===== config.mk =====
export PLATFORM = sky130hd
export DESIGN_NAME = cdc_hs_arbiter
export DESIGN_NICKNAME = d
export VERILOG_FILES = /design/src/rtl/cdc_hs_arbiter.sv
export SDC_FILE = /design/constraint.sdc
export NUM_CORES = 1
export LEC_CHECK = 0
export CORE_MARGIN = 5
export CORE_UTILIZATION = 46
export CTS_BUF_LIST = sky130_fd_sc_hd__clkbuf_8
export CTS_CLUSTER_SIZE = 40
export DETAILED_ROUTE_END_ITERATION = 10
export PLACE_DENSITY = 0.87
export SKIP_CTS_REPAIR_TIMING = 1
export SLEW_MARGIN = 10
export SYNTH_ARGS = -nofsm -noshare
export SYNTH_HDL_FRONTEND = slang
export SYNTH_SLANG_ARGS = --single-unit

===== constraint.sdc =====
create_clock -name clk_source -period 2.6 [get_ports clk_source]
set_clock_uncertainty 0.2 [all_clocks]
set_input_delay 0.52 -clock clk_source [delete_from_list [all_inputs] [get_ports clk_source]]
set_output_delay 0.52 -clock clk_source [all_outputs]
set_load 0.02 [all_outputs]

===== src/rtl/cdc_hs_arbiter.sv =====
// Round-robin arbiter driving a 4-phase req/ack handshake into another clock
// domain, with a per-transfer ack timeout.
module cdc_hs_arbiter #(
  parameter int NREQ = 4,
  parameter int DW   = 8,
  parameter int TMO  = 255,
  parameter int IW   = $clog2(NREQ)
) (
  input  logic              clk_source,
  input  logic              rst_n,
  input  logic [NREQ-1:0]   req_valid,
  input  logic [NREQ*DW-1:0] req_data,
  output logic [NREQ-1:0]   done,
  output logic [NREQ-1:0]   err,
  output logic              cdc_req,
  output logic [DW-1:0]     cdc_data,
  output logic [IW-1:0]     cdc_id,
  input  logic              cdc_ack,
  output logic              busy
);

  localparam logic [1:0] S_IDLE   = 2'd0;
  localparam logic [1:0] S_REQ_HI = 2'd1;
  localparam logic [1:0] S_REQ_LO = 2'd2;
  localparam logic [1:0] S_ERR_LO = 2'd3;

  localparam logic [7:0]      TMO8 = 8'(TMO);
  localparam logic [NREQ-1:0] ONE  = {{(NREQ-1){1'b0}}, 1'b1};
  localparam logic [IW-1:0]   LAST = IW'(NREQ - 1);

  logic [1:0]    state;
  logic [7:0]    cnt;
  logic          ack_m;
  logic          ack_s;
  logic [IW-1:0] last_grant;

  logic          gnt_ok;
  logic [IW-1:0] gnt_idx;
  logic [IW-1:0] j;
  logic [DW-1:0] gnt_data;

  always_ff @(posedge clk_source or negedge rst_n) begin
    if (!rst_n) begin
      ack_m <= 1'b0;
      ack_s <= 1'b0;
    end else begin
      ack_m <= cdc_ack;
      ack_s <= ack_m;
    end
  end

  // Scan downward so the nearest requester above last_grant is written last.
  always_comb begin
    gnt_ok  = 1'b0;
    gnt_idx = '0;
    j       = '0;
    for (int k = NREQ; k >= 1; k--) begin
      j = IW'((32'(last_grant) + 32'(k)) % 32'(NREQ));
      if (req_valid[j]) begin
        gnt_ok  = 1'b1;
        gnt_idx = j;
      end
    end
  end

  always_comb begin
    gnt_data = req_data[32'(gnt_idx)*DW +: DW];
  end

  always_ff @(posedge clk_source or negedge rst_n) begin
    if (!rst_n) begin
      state      <= S_IDLE;
      cnt        <= '0;
      cdc_req    <= 1'b0;
      cdc_data   <= '0;
      cdc_id     <= '0;
      done       <= '0;
      err        <= '0;
      last_grant <= LAST;
    end else begin
      done <= '0;
      err  <= '0;
      unique case (state)
        S_IDLE: begin
          if (gnt_ok) begin
            cdc_req  <= 1'b1;
            cdc_data <= gnt_data;
            cdc_id   <= gnt_idx;
            cnt      <= '0;
            state    <= S_REQ_HI;
          end
        end
        S_REQ_HI: begin
          if (ack_s) begin
            cdc_req <= 1'b0;
            state   <= S_REQ_LO;
          end else if (cnt == TMO8) begin
            cdc_req <= 1'b0;
            err     <= ONE << cdc_id;
            state   <= S_ERR_LO;
          end else begin
            cnt <= cnt + 8'd1;
          end
        end
        S_REQ_LO: begin
          if (!ack_s) begin
            done       <= ONE << cdc_id;
            last_grant <= cdc_id;
            state      <= S_IDLE;
          end
        end
        S_ERR_LO: begin
          if (!ack_s) begin
            last_grant <= cdc_id;
            state      <= S_IDLE;
          end
        end
        default: state <= S_IDLE;
      endcase
    end
  end

  assign busy = (state != S_IDLE);

endmodule


# --- Word level (Yosys, flattened, before mapping) ---
# Index checks and enable logic that the tools add are counted.
totals:
  inputBits: 39
  regBits: 33
  output_inout_bits: 20
  wordCells: 74
op_classes:
  add_sub_neg: 5
  n_eq_ne: 9
  n_shift: 2
  order_cmp: 4
  bitwise: 1
  n_mux: 34
  n_reduce_logical: 9
op_table:
  columns: ["operator", "n"]
  rows:
  - ["$shiftx A32 B6 Y8", 1]
  - ["$mux W8", 3]
  - ["$mux W4", 5]
  - ["$mux W2", 8]
  - ["$pmux W8 S2", 1]
  - ["$lt A2 B3 Y1 const B", 4]
  - ["$mux W1", 11]
  - ["$add A8 B1 Y8 const B", 1]
  - ["$bmux W1 S2", 4]
  - ["$eq A8 B8 Y1 const B", 1]
  - ["$ne A2 B2 Y1 const B", 4]
  - ["$pmux W2 S3", 1]
  - ["$reduce_and A3 Y1", 2]
  - ["$add A2 B1 Y2 const B", 2]
  - ["$add A2 B2 Y2 const B", 2]
  - ["$eq A2 B2 Y1 const B", 2]
  - ["$reduce_and A2 Y1", 2]
  - ["$reduce_and A4 Y1", 1]
  - ["$reduce_bool A2 Y1", 2]
  - ["$shl A1 B2 Y4 const A", 1]
  - ["$ne A3 B3 Y1 const B", 1]
  - ["$eq A2 B1 Y1 const B", 1]
  - ["$logic_not A2 Y1", 1]
  - ["$pmux W1 S2", 1]
  - ["other kinds (2)", 2]

# --- Longest topological paths before layout ---
# Gate-level depths: netlist of the first run.
logic_depth:
  word_depth: 9
  ltp_mapped: 7
  depth_no_buf: 6

# --- Least setup slack after synthesis of the first run ---
# No wires, ideal clock.
synth_path:
  path_type: "reg2reg"
  startpoint: "reg cnt[0]"
  endpoint: "reg cnt[2]"
  period_less_slack_ps: 1894
  setup_ps: 131
  path_slack_ps: 706
  arrival_ps: 1563
  path_stages_with_launch: 8
  required_ps: 2269
  path_buffers: 1
  path_cell_list: "dfrtp_1 > ha_1 > and3_1 > a211o_1 > buf_2 > a21boi_1 > xnor2_1 > nor2_1"
synth_between:
  elab_chain_cells: 4
  elab_cells_between_ends: 7
  cone_classes: "1 x add/sub; 2 x eq/ne; 3 x mux; 1 x reduce/logical"
synth_lines:
  columns: ["element", "line", "source"]
  rows:
  - ["start, declared", "32", "logic [7:0] cnt;"]
  - ["start signal, assigned", "102", "cnt <= cnt + 8'd1;"]
  - ["$add A8 B1 Y8", "102", null]
  - ["$mux W8", "97", "end else if (cnt == TMO8) begin"]
  - ["$mux W8", "94", "if (ack_s) begin"]
  - ["$pmux W8 S2", "83", "unique case (state)"]
# Parallel ways exist; a longest one is shown, timed or not. The select of a mux whose other input is x is not followed.
# A chain may end at the register's enable or synchronous reset.

# --- Worst setup path in the final report of the first run ---
layout_path:
  startpoint: "reg state[1]"
  endpoint: "out busy"
layout_between:
  elab_chain_cells: 1
layout_lines:
  columns: ["element", "line", "source"]
  rows:
  - ["start, declared", "31", "logic [1:0] state;"]
  - ["start signal, assigned", "72", "state <= S_IDLE;"]
  - ["start signal, assigned", "90", "state <= S_REQ_HI;"]
  - ["start signal, assigned", "96", "state <= S_REQ_LO;"]
  - ["$reduce_bool A2 Y1", "123", "assign busy = (state != S_IDLE);"]
  - ["end, declared", "19", "output logic busy"]
# No other way between the ends.

==> results of run 1 <==
power groups by stage:
stage                     logic (mW)  clock network [mW]  registers [mW]
after floorplan                0.512                   0           0.871
after global placement         0.962                   0           0.788
after detailed placement       0.985                   0           0.787
after CTS                      0.989               0.383           0.782
after global routing            1.06               0.406           0.813
final                          0.978               0.372           0.785
layout by cell type (no fill, tap or decap), types with 2 or more instances in the layout:
cell / instances
sky130_fd_sc_hd__a21oi_1: 3
sky130_fd_sc_hd__a21oi_2: 5
sky130_fd_sc_hd__and3_1: 2
sky130_fd_sc_hd__buf_4: 5
sky130_fd_sc_hd__clkbuf_8: 6
sky130_fd_sc_hd__clkdlybuf4s50_1: 58
sky130_fd_sc_hd__dfrtp_1: 31
sky130_fd_sc_hd__dfstp_2: 2
sky130_fd_sc_hd__inv_1: 2
sky130_fd_sc_hd__mux2i_1: 17
sky130_fd_sc_hd__nand2_1: 25
sky130_fd_sc_hd__nand2b_1: 4
sky130_fd_sc_hd__nand3_1: 6
sky130_fd_sc_hd__nor2_1: 15
sky130_fd_sc_hd__nor2b_1: 2
sky130_fd_sc_hd__nor4_1: 3
sky130_fd_sc_hd__o21ai_0: 2
sky130_fd_sc_hd__o221ai_1: 8
sky130_fd_sc_hd__xnor2_1: 7
routing by layer:
metal / routed length (µm) / up-vias
met2: 1960 / 33
met4: 72 / 0
li1: - / 679
met1: 1640 / 648
met3: 209 / 8
met5: 0 / -
kinds of logic (layout without fill, tap and decap cells):
kind of cell    count (synthesis)  in the layout  share of synthesized area, %
mux                            18             18                          11.0
fa+ha+maj                       1              1                         0.761
flops                          33             33                          50.4
xor+xnor                        7              7                          3.73
compound gates                 24             24                          11.5
simple gates                   65             65                          18.7
buf+inv                         9             72                          3.88
through the flow:
stage                     hold slack [ns]  setup slack (ns)
final                               0.169             0.244
after global routing                0.177             0.193
after CTS                           0.168             0.232
after detailed placement            0.153             0.107
after global placement              0.148             0.182
after floorplan                    0.0244             0.706
critical path, cell delays in order (launching register included):
cell and delay (ns):
sky130_fd_sc_hd__dfrtp_1 0.43, sky130_fd_sc_hd__or2_0 0.27, sky130_fd_sc_hd__clkdlybuf4s50_1 0.65
registers in the layout, summed over array words and instances (netlist names):
signal and count:
ack_s 1, done 4, cdc_data 8, cdc_id 2, state 2, cnt 8
cdc_req 1, ack_m 1, last_grant 2, err 4
final timing paths:
check	from	depth (start not counted)	endpoint	slack, ns
min reg2reg	ack_m	0	ack_s	0.17
max reg2reg	cnt[0]	6	cnt[2]	0.55
max	state[1]	2	busy	0.24
min	ack_m	0	ack_s	0.17
min in group asynchronous	rst_n	2	cdc_data[4]	0.44
max in group asynchronous	rst_n	2	last_grant[1]	1.43
layout make-up:
cell class                      count  area [µm²]
Fill cell                         253        1020
Tap cell                           46        57.6
Inverter                            1        3.75
Clock buffer                        6        82.6
Clock inverter                      1        3.75
Sequential cell                    33         828
Timing Repair Buffer               64         638
Multi-Input combinational cell    115         757
==> impl_results.md, run 1 <==
- Starting Density: about half
- Internal power contribution: 1.34 mW
- Pin count of the biggest net entering global routing: 34
- Inst Count DP: 259
- Weighted congestion at the end of routability-driven global placement: 0.847
- Power dissipated by switching net loads: between 0.7 and 0.8 mW
- Endpoints failing hold: 0
- Max-capacitance violation count: 0
- Design Power: roughly 2.1 mW
- Htree depth: 2
- Relative area change from synthesis to final layout: 44.3%
- Clock net sink count: 33
- Post-route core utilization: 70.0%
- TritonCTS clock tree: built
- Met1 Resource Use GR: slightly above 20%
- Ys async rst share: 100%
- Part of the power in combinational logic: 45.8%
- Nets in the synthesized netlist: 197
- Shortest period the worst path allows: roughly 2.4 ns
- Leakage Power: ~1.0 nW
- Detailed placement HPWL: 2870 µm
- Residual DRC count: 0
- Post-Syn Area per Cell: around 10 µm²
- Worst slew pin tran: 0.415 ns
- Clock edge transition at the registers on the reported setup and hold paths: 0.06 ns
- Die area: 0.00487 mm²
- Area share of the largest cell type after synthesis: 47.2%
- Post-detailed-route count of antenna-violating nets: 0
- Number of top-level design ports: 59
- Part of the cycle the worst path needs: 90.6%
- Iter 0 DRT Violations: 102
- Wire length of the first global-routing pass: 6600 µm
- Antenna Diode Count: 0
- Largest cells by area after synthesis: sky130_fd_sc_hd__dfrtp_1 (47%), sky130_fd_sc_hd__mux2i_1 (10%), sky130_fd_sc_hd__nand2_1 (5.7%)
- Switching share of power: around 37%
- Total number of placement rows: 21
- Most frequent cell after synthesis: sky130_fd_sc_hd__dfrtp_1
- Total placed instance area: 0.00228 mm²
- Worst hold path type: reg2reg
- Clock tree root buffer cell: sky130_fd_sc_hd__clkbuf_8
- Number of global-route vias before repair: ~1400
- Sum Neg Setup Slack: 0 ns
- GRT Total Usage: between 10% and 20%
- Number of detailed-route iterations in the first pass: 4
- Initial antenna violation count: 0
- Fraction of power consumed by sequential logic: between 30 and 40%
- Cell count after synthesis: 157
- Run status: finished clean
- Critical path start-end classification: reg2out
- Clock buffer depth: 2
- M2 GR Usage: 28.6%
- Vertical extent of the die: 69.8 µm
- Final global-route overflow total: 0
- Syn Std Cell Area: 0.00164 mm²
- Share of post-route cells with drive strength above 1: 10.9%
- Floorplan core area: roughly 0.0034 mm²
- Highest achievable clock rate: 424 MHz
- Sort of element at the end of the critical path: output port
- Power density of the placed cells: 900 mW/mm²
- Final std cell area, no fill: between 0.002 and 0.0025 mm²
- Largest fanout on the critical path: 6
- Worst endpoint required time: 1.88 ns
- Endpoints failing setup: 0
- Count of different cell masters after synthesis: 35
- Number of vias after detailed routing: around 1400
- Sum of routed wire length over all layers: just under 4000 µm
- Total of buffers placed on input and output ports: between 50 and 60
- Wire length per cell after detailed routing: 14.6 µm
- Biggest area consumer among synthesized cells: sky130_fd_sc_hd__dfrtp_1
- Clock insertion delay at the later pin of the skew report: 0.28 ns
- Data arrival time of the critical path: 1.64 ns
- Part of the Yosys area used for sequential elements: 50.4%
- Layer with the highest usage: met2
- Max rail drop VDD: 744 µV
- Yosys warning count: 0
- Worst max-slew margin expressed relative to the limit: between 70 and 80%
- Num CTS Buffers: 5
- Global routing met3 resource utilization: 4.06%
- Number of vias per cell after detailed routing: 5.14
- Number of nets in the finished design: 260
- Element type at the critical path start: flop
- Clock share of power: 17.4%
- Number of enable-type register cells in the synthesized netlist: 0
- Width of the die: roughly 70 µm
- Post-synth top cells: sky130_fd_sc_hd__dfrtp_1 (31), sky130_fd_sc_hd__nand2_1 (25), sky130_fd_sc_hd__mux2i_1 (17)
- Yosys reg bits: 33
- Number of slew-limit violations in the final report: 0
- Post-synth top flop: sky130_fd_sc_hd__dfrtp_1
- Setup repair after global routing missed its margin: false
- Count of placed standard cells in the final layout, fillers left out: 266
Power figures use the tool's default switching activity.
==> run 2: changes to the inputs <==
--- a/config.mk
+++ b/config.mk
@@ -5,12 +5,14 @@
 export SDC_FILE = /design/constraint.sdc
 export NUM_CORES = 1
 export LEC_CHECK = 0
+export CELL_PAD_IN_SITES_DETAIL_PLACEMENT = 0
+export CELL_PAD_IN_SITES_GLOBAL_PLACEMENT = 1
 export CORE_MARGIN = 5
-export CORE_UTILIZATION = 46
+export CORE_UTILIZATION = 34
 export CTS_BUF_LIST = sky130_fd_sc_hd__clkbuf_8
 export CTS_CLUSTER_SIZE = 40
 export DETAILED_ROUTE_END_ITERATION = 10
-export PLACE_DENSITY = 0.87
+export PLACE_DENSITY = 0.86
 export SKIP_CTS_REPAIR_TIMING = 1
 export SLEW_MARGIN = 10
 export SYNTH_ARGS = -nofsm -noshare
==> run 2 against run 1 <==
  * Sequential cell count unchanged
  * Power increased by 3.1%
  * Critical endpoint unchanged
  * Die area increased by 30%
  * Global-route usage decreased by 4.6 points
==> impl_results.md, run 2 (synthesis gave the netlist of run 1 again) <==
- Clock tree root buffer cell: sky130_fd_sc_hd__clkbuf_8 (unchanged)
- Number of vias per cell after detailed routing: 4.96 (was 5.14)
- Run status: finished clean (unchanged)
- Number of top-level design ports: 59 (unchanged)
- Data arrival time of the critical path: 1.51 ns (was 1.64 ns)
- Clock buffer depth: 2 (unchanged)
- Number of global-route vias before repair: 1348 (was 1366)
- Iter 0 DRT Violations: 67 (was 102)
- TritonCTS clock tree: built (unchanged)
- Width of the die: 79.5 µm (was 69.8 µm)
- Endpoints failing setup: 0 (unchanged)
- Sum Neg Setup Slack: 0 ns (unchanged)
- Total of buffers placed on input and output ports: 58 (unchanged)
- Antenna Diode Count: 0 (unchanged)
- Largest registers: cdc_data x8, cnt x8 (unchanged)
- Power dissipated by switching net loads: 0.806 mW (was 0.793 mW)
- Number of nets in the finished design: 260 (unchanged)
- Worst slew pin tran: 0.413 ns (was 0.415 ns)
- Part of the cycle the worst path needs: 85.8% (was 90.6%)
- Area used by multi-input combinational logic: 757 µm² (unchanged)
- Clock insertion delay at the later pin of the skew report: 0.28 ns (about the same)
- Detailed placement HPWL: 2870 µm (about the same)
- Final std cell area, no fill: 0.00241 mm² (was 0.00237 mm²)
- Number of detailed-route iterations in the first pass: 4 (unchanged)
- Worst max-slew margin expressed relative to the limit: 72.4% (was 72.3%)
- Die area: 0.00632 mm² (was 0.00487 mm²)
- Filler cell count in the final layout: 433 (was 253)
- Starting Density: 35.0% (was 48.5%)
- Sum of routed wire length over all layers: 3870 µm (about the same)
- Pin count of the biggest net entering global routing: 34 (unchanged)
- Total number of placement rows: 25 (was 21)
- Share of post-route cells with drive strength above 1: 11.8% (was 10.9%)
- Vertical extent of the die: 79.5 µm (was 69.8 µm)
- Number of slew-limit violations in the final report: 0 (unchanged)
- Residual DRC count: 0 (unchanged)
- Worst hold path type: reg2reg (unchanged)
- Part of the power in combinational logic: 45.1% (was 45.8%)
- Number of vias after detailed routing: 1364 (was 1368)
- Clock share of power: 19.2% (was 17.4%)
- Wire length of the first global-routing pass: 6260 µm (was 6600 µm)
- Final global-route overflow total: 0 (unchanged)
- Setup repair after global routing missed its margin: false (unchanged)
- Element type at the critical path start: flop (unchanged)
- Critical path start-end classification: reg2out (unchanged)
- Most used cells in the layout excluding fill and tap cells: sky130_fd_sc_hd__clkdlybuf4s50_1 (58), sky130_fd_sc_hd__dfrtp_1 (31), sky130_fd_sc_hd__nand2_1 (25) (unchanged)
- Largest fanout on the critical path: 6 (unchanged)
- Max rail drop VDD: 435 µV (was 744 µV)
- Wire length per cell after detailed routing: 14.1 µm (was 14.6 µm)
- Total placed instance area: 0.00231 mm² (was 0.00228 mm²)
- Sort of element at the end of the critical path: output port (unchanged)
- Post-detailed-route count of antenna-violating nets: 0 (unchanged)
- Power density of the placed cells: 914 mW/mm² (was 900 mW/mm²)
- Endpoints failing hold: 0 (unchanged)
- Floorplan core area: 0.00469 mm² (was 0.00339 mm²)
- Highest achievable clock rate: 448 MHz (was 424 MHz)
- Switching share of power: 36.6% (was 37.1%)
- Most common cell after layout, fill and taps aside: sky130_fd_sc_hd__clkdlybuf4s50_1 (unchanged)
- Num CTS Buffers: 5 (unchanged)
- Worst endpoint required time: 1.88 ns (about the same)
- Htree depth: 2 (unchanged)
- Internal power contribution: 1.39 mW (was 1.34 mW)
- GRT Total Usage: 12.4% (was 17.0%)
- Clock net sink count: 33 (unchanged)
- Area used by sequential logic in the layout: 828 µm² (unchanged)
- Leakage Power: 1.06 nW (was 1.05 nW)
- Relative area change from synthesis to final layout: 46.6% (was 44.3%)
- Max-capacitance violation count: 0 (unchanged)
- Weighted congestion at the end of routability-driven global placement: 0.740 (was 0.847)
- Initial antenna violation count: 0 (unchanged)
- Shortest period the worst path allows: 2.23 ns (was 2.36 ns)
- Clock edge transition at the registers on the reported setup and hold paths: 0.07 ns (was 0.06 ns)
- Fraction of power consumed by sequential logic: 35.7% (was 36.8%)
## run 2: final cells by class
cell class,instances,share of cell area [%]
Inverter,1,0.156
Timing Repair Buffer,64,27.0
Clock buffer,7,4.00
Tap cell,54,2.81
Clock inverter,1,0.208
Multi-Input combinational cell,115,31.4
Sequential cell,33,34.4
## run 2: critical path, stage by stage (launching register included)
cell	delay (ns)
sky130_fd_sc_hd__dfrtp_1	0.43
sky130_fd_sc_hd__or2_0	0.25
sky130_fd_sc_hd__clkdlybuf4s50_1	0.56
## run 2: final timing paths
path	start	to	slack [ns]	cells past startpoint
min	ack_m	ack_s	0.15	0
max reg2reg	state[1]	cdc_data[4]	0.58	5
max in group asynchronous	rst_n	last_grant[1]	1.43	2
max	state[1]	busy	0.37	2
min in group asynchronous	rst_n	cnt[6]	0.44	2
min reg2reg	ack_m	ack_s	0.15	0
## run 2: stage by stage
step                worst slack, ns  power, mW  instances  utilization [%]  hold slack [ns]
global route                  0.274       2.35        275             51.3            0.184
detailed placement            0.112       1.80        267             49.2            0.137
floorplan                     0.706       1.38        157                -           0.0244
CTS                           0.341       2.23        275             51.3            0.153
global placement              0.156       1.79        267             49.2            0.132
finish                        0.369       2.20        275             51.3            0.152
## run 2: power by group through the flow
stage / clock network [mW] / logic, mW / registers, mW
after floorplan: 0 / 0.512 / 0.871
after global placement: 0 / 0.992 / 0.795
after detailed placement: 0 / 1.01 / 0.791
after CTS: 0.436 / 1.01 / 0.786
after global routing: 0.451 / 1.08 / 0.810
final: 0.422 / 0.992 / 0.786
## run 2: layer usage
layer,wire length [µm],share of wire (%),global-route usage [%]
met1,1650,43,15.7
met2,1960,51,20.9
met3,222,5.7,3.95
met4,26,0.67,2.58
met5,0,0,0
